===== src/rtl/uart_pkg.sv =====
// Shared UART definitions: transmitter state encoding, line constants and parity helper.
// The PARITY state is only reachable when UART_TX_PARITY_EN is defined.
package uart_pkg;

  typedef enum logic [2:0] {
    IDLE   = 3'd0,
    START  = 3'd1,
    DATA   = 3'd2,
    STOP   = 3'd3,
    PARITY = 3'd4
  } tx_state_t;

  // 100 MHz system clock, 115200 baud.
  localparam int DEFAULT_CLKS_PER_BIT = 868;

  localparam logic LINE_IDLE = 1'b1;

  // Even parity: the parity bit makes the total count of ones even.
  // Callers zero-extend narrower words, which leaves the result unchanged.
  function automatic logic even_parity(input logic [31:0] data);
    return ^data;
  endfunction

endpackage


===== src/rtl/baud_cnt.sv =====
// Bit-period counter shared by the UART transmitter and receiver.
// Counts 0..CLKS_PER_BIT-1 while enabled and pulses bit_end on the final count.
module baud_cnt #(
  parameter int CLKS_PER_BIT = 868
) (
  input  logic clock,
  input  logic reset,
  input  logic clear,
  input  logic enable,
  output logic bit_end
);

  localparam int CNT_W = (CLKS_PER_BIT > 2) ? $clog2(CLKS_PER_BIT) : 1;
  localparam logic [CNT_W-1:0] LAST_CNT = CNT_W'(CLKS_PER_BIT - 1);

  logic [CNT_W-1:0] count;

  // clear dominates so a cleared counter never reports a bit end.
  assign bit_end = enable & ~clear & (count == LAST_CNT);

  always_ff @(posedge clock or posedge reset) begin
    if (reset) begin
      count <= '0;
    end else if (clear) begin
      count <= '0;
    end else if (enable) begin
      if (count == LAST_CNT) begin
        count <= '0;
      end else begin
        count <= count + 1'b1;
      end
    end
  end

endmodule


===== src/rtl/uart_tx.sv =====
// UART transmitter: 8N1 (or 8E1 when UART_TX_PARITY_EN is defined), LSB first, idle-high line.
// A one-entry hold register accepts the next byte during a frame so frames go out back to back.
module uart_tx
  import uart_pkg::*;
#(
  parameter int CLKS_PER_BIT = DEFAULT_CLKS_PER_BIT,
  parameter int DATA_W       = 8
) (
  input  logic              clock,
  input  logic              reset,
  input  logic [DATA_W-1:0] tx_data,
  input  logic              tx_valid,
  output logic              tx_ready,
  output logic              sig_tx,
  output logic              busy,
  output logic [2:0]        state_dbg
);

  localparam int IDX_W = (DATA_W > 2) ? $clog2(DATA_W) : 1;
  localparam logic [IDX_W-1:0] LAST_IDX = IDX_W'(DATA_W - 1);

  localparam logic [2:0] S_IDLE   = 3'(IDLE);
  localparam logic [2:0] S_START  = 3'(START);
  localparam logic [2:0] S_DATA   = 3'(DATA);
  localparam logic [2:0] S_STOP   = 3'(STOP);
`ifdef UART_TX_PARITY_EN
  localparam logic [2:0] S_PARITY = 3'(PARITY);
`endif

  logic [2:0]        state;
  logic [DATA_W-1:0] hold_reg;
  logic              hold_full;
  logic [DATA_W-1:0] shift_reg;
  logic [IDX_W-1:0]  bit_idx;
  logic              bit_end;
  logic              handshake;
  logic              take;
`ifdef UART_TX_PARITY_EN
  logic              parity_bit;
`endif

  // Handshake: a byte transfers on a rising edge where tx_valid and tx_ready are both high;
  // tx_ready depends only on the hold register, never on tx_valid.
  assign tx_ready  = ~hold_full;
  assign handshake = tx_valid & tx_ready;
  assign busy      = (state != S_IDLE) | hold_full;
  assign state_dbg = state;

  // The FSM consumes the hold byte from IDLE, or at the end of a stop bit for a gapless next frame.
  assign take = hold_full & ((state == S_IDLE) | ((state == S_STOP) & bit_end));

  baud_cnt #(
    .CLKS_PER_BIT(CLKS_PER_BIT)
  ) u_baud_cnt (
    .clock  (clock),
    .reset  (reset),
    .clear  (state == S_IDLE),
    .enable (1'b1),
    .bit_end(bit_end)
  );

  always_ff @(posedge clock or posedge reset) begin
    if (reset) begin
      hold_reg  <= '0;
      hold_full <= 1'b0;
    end else if (handshake) begin
      hold_reg  <= tx_data;
      hold_full <= 1'b1;
    end else if (take) begin
      hold_full <= 1'b0;
    end
  end

  always_ff @(posedge clock or posedge reset) begin
    if (reset) begin
      state      <= S_IDLE;
      sig_tx     <= LINE_IDLE;
      shift_reg  <= '0;
      bit_idx    <= '0;
`ifdef UART_TX_PARITY_EN
      parity_bit <= 1'b0;
`endif
    end else begin
      case (state)
        S_IDLE: begin
          sig_tx <= LINE_IDLE;
        end
        S_START: begin
          if (bit_end) begin
            state   <= S_DATA;
            bit_idx <= '0;
            sig_tx  <= shift_reg[0];
          end
        end
        S_DATA: begin
          if (bit_end) begin
            if (bit_idx == LAST_IDX) begin
`ifdef UART_TX_PARITY_EN
              state  <= S_PARITY;
              sig_tx <= parity_bit;
`else
              state  <= S_STOP;
              sig_tx <= LINE_IDLE;
`endif
            end else begin
              bit_idx   <= bit_idx + 1'b1;
              shift_reg <= {1'b0, shift_reg[DATA_W-1:1]};
              sig_tx    <= shift_reg[1];
            end
          end
        end
`ifdef UART_TX_PARITY_EN
        S_PARITY: begin
          if (bit_end) begin
            state  <= S_STOP;
            sig_tx <= LINE_IDLE;
          end
        end
`endif
        S_STOP: begin
          if (bit_end) begin
            state <= S_IDLE;
          end
        end
        default: begin
          state  <= S_IDLE;
          sig_tx <= LINE_IDLE;
        end
      endcase

      // Loading a new frame overrides the IDLE/STOP handling above.
      if (take) begin
        state     <= S_START;
        sig_tx    <= ~LINE_IDLE;
        shift_reg <= hold_reg;
`ifdef UART_TX_PARITY_EN
        parity_bit <= even_parity(32'(hold_reg));
`endif
      end
    end
  end

endmodule


===== config.mk =====
export PLATFORM = sky130hd
export DESIGN_NAME = uart_tx
export DESIGN_NICKNAME = d
export VERILOG_FILES = /design/src/rtl/uart_pkg.sv /design/src/rtl/baud_cnt.sv /design/src/rtl/uart_tx.sv
export SDC_FILE = /design/constraint.sdc
export NUM_CORES = 1
export LEC_CHECK = 0
export CAP_MARGIN = 25
export CORE_ASPECT_RATIO = 0.9
export CORE_MARGIN = 1.5
export CORE_UTILIZATION = 60
export DETAILED_ROUTE_END_ITERATION = 8
export PLACE_DENSITY = 0.85
export SLEW_MARGIN = 0
export SYNTH_ARGS = -nofsm -noshare
export SYNTH_HDL_FRONTEND = slang
export SYNTH_SLANG_ARGS = --single-unit

===== constraint.sdc =====
create_clock -name clock -period 4.1 [get_ports clock]
set_input_delay 1.025 -clock clock [delete_from_list [all_inputs] [get_ports clock]]
set_output_delay 1.025 -clock clock [all_outputs]
set_load 0.02 [all_outputs]

==> impl_metrics.toml <==
[floorplanning]
die_h_um = 54.17
io_pins = 17
start_util = 0.6352
core_area_sq_mm = 0.002748
chipWidth_um = 59.86
rows = 18
die-area_sq_mm = 0.003242

[synthesis]
netlist.area_leader.share = 0.4588
ys_ff_latch = 33
netlist_instances = 171
yosysMostFrequentCell = "dfrtp_1"
ys_warn_count = 0
synth_area_leaders = "dfrtp_1 46%, ha_1 5.0%, mux2_2 4.5%"
synth.distinct_cells = 41
synth_commonest_cells = "32 x dfrtp_1, 18 x nor2_1, 14 x nand3_1, 10 x o21ai_0, 9 x nand2_1"
synth_top_cell_by_area = "dfrtp_1"
synthArstFlopShare = 1.000
synth_edf_count = 0
avgSynthCellArea_sq_um = 10.21
syn-num-nets = 189
synth_flop_cell = "dfrtp_1"
synth_area_sq_mm = 0.001745
ys_seq_area_frac = 0.4738

[power_and_ir_drop]
p_per_area_mw_per_mm2 = 666.4
p_total_w = 0.001324
peakVddDrop_v = 0.0003961
leakagePower_nw = 0.8180

[critical_path]
crit_fanout = 8
cp_cell_sequence = "inv_1 > ha_1 > nand2_1 > clkdlybuf4s50_1"
crit_type = "reg -> out"
cp_data_arrival_time_ns = 1.87
r2r-start = "state_dbg[0]"
critPathCaptureType = "primary output"
slowest_delay_ns = 0.60
critPathLaunch = "state_dbg[0]"
cp-start-kind = "flip-flop"
worst_path_max_delay_cell = "clkdlybuf4s50_1"
crit_required_ns = 3.07
crit_family = "buffers and inverters"
crit_buf_inv = 2

[final_layout]
n_fill_cell = 222
instances_no_fill = 225
finalCoreUtilization = 0.7231
layout-drive-gt1-share = 0.1297
design_area_sq_mm = 0.001987
diodes = 0
layout.nets = 202
area_growth_pct = 13.84
largest_reg_flops = 10

[clock_tree]
clock_latency_ns = 0.35
clockBufferDepth = 2
cts_resized = 0
h-tree-depth = 2
cts_tree = "built"
cts_setup_buffers = 0
cts_sinks = 33
hold_buffers = 0
cts_made_buffers = 5
clk_pin_slew_ns = 0.11
cts_root_buf = "clkbuf_4"

[route]
num_vias = 1332
avgRoutedWirePerCell_um = 15.28
drtAntennaViolNets = 0
route.detailed.drc = 0
wl_um = 3439
viasPerCell = 5.920
drt_first_pass_iters = 4
drt_iter0_markers = 68

[global_route]
grt_util_all_layers = 0.2567
antenna_found_initial = 0
grt_first_pass_wirelength_um = 5954
overflow = 0
grt_pass1_vias = 1294
grt_max_degree = 34

[status]
outcome = "complete, no violations"

[worst_hold_path]
min_from = "u_baud_cnt.count[0]"
hold_path.class = "reg -> reg"

[placed_design]
place_inst = 217
postPlaceCellArea_sq_mm = 0.001898
hpwl_um = 2400
gp_congestion = 0.9297
io_buffer_count = 15

[timing]
rsz0062_at_grt = "false"
drv_slew = 0
finalSetupTns_ns = 0
finalSetupViolations = 0
fin_crit_ns = 2.899
finalHoldViolCount = 0
fin_skew_ns = 0.008344
timing.slew.headroom = 0.4871
fmax_mhz = 345.0
finalCritPeriodShare = 0.7070
tightest_slew_ns = 0.7677

[run]
drv_cap = 0
==> report_power, final <==
group | leakage, nW | total [W] | internal [W] | switching (W)
registers | 0.410 | 0.000520 | 0.000442 | 0.0000776
clock network | 0.0445 | 0.000265 | 0.000145 | 0.000120
logic | 0.363 | 0.000539 | 0.000236 | 0.000303
total | 0.818 | 0.00132 | 0.000823 | 0.000501
==> layout make-up <==
| class | count | area, sq um | area share |
|---|---|---|---|
| clock buffers | 6 | 51.30 | 0.02582 |
| clock inverters | 2 | 37.54 | 0.01889 |
| inverters | 6 | 22.52 | 0.01133 |
| multi-input cells | 122 | 840.8 | 0.4232 |
| flip-flops and latches | 33 | 827.0 | 0.4162 |
| well taps | 40 | 50.05 | 0.02519 |
| repair buffers | 16 | 157.7 | 0.07934 |
==> worst register-to-register path, stage by stage, from the launching register on <==
cell and delay [ns]:
dfrtp_1 0.44, inv_1 0.11, ha_1 0.33, nor2b_1 0.67, o21ai_1 0.21, a22o_1 0.27
==> per-stage QoR <==
step | hold slack [ns] | worst slack (ns)
after floorplan | 0.4549 | 2.019
after global placement | 0.4731 | 1.513
after detailed placement | 0.4753 | 1.484
after CTS | 0.4899 | 1.186
after global routing | 0.5290 | 1.086
final | 0.4851 | 1.201
==> metal layers <==
metal	wire (um)	vias up	track usage
li1	-	633	-
met1	1510	649	0.3323
met2	1696	44	0.4149
met3	193	6	0.06490
met4	38	0	0.1000
met5	0	-	0
==> cell families (layout without fill, tap and decap cells) <==
group	count (synthesis)	count (layout)	share of synthesized area
xor+xnor	7	7	0.03513
simple gates	64	64	0.1978
buf+inv	16	30	0.04444
flops	33	33	0.4738
other cells	1	1	0.002148
mux	7	7	0.04516
compound gates	36	36	0.1513
fa+ha+maj	7	7	0.05018
==> cells in the final DEF, fill, tap and decap left out, drive strengths merged, types with 3 or more instances in the layout <==
master         count
clkbuf             6
nor2              18
xnor2              3
xor2               4
nand2              9
ha                 7
and2               3
and3               3
clkdlybuf4s50     15
inv                6
nor3               3
o21ai             13
or3                3
a31oi              8
a22o               3
mux2               7
dfrtp             32
nand3             14
==> worst paths after layout <==
path	slack (ns)	depth (start not counted)	to
max	1.20	4	busy
min	0.49	1	u_baud_cnt.count[0]
max reg2reg	1.96	5	bit_idx[2]
min reg2reg	0.49	1	u_baud_cnt.count[0]
max in group asynchronous	2.73	3	sig_tx
min in group asynchronous	1.05	3	hold_reg[0]
(Power assumes the default switching activity.)
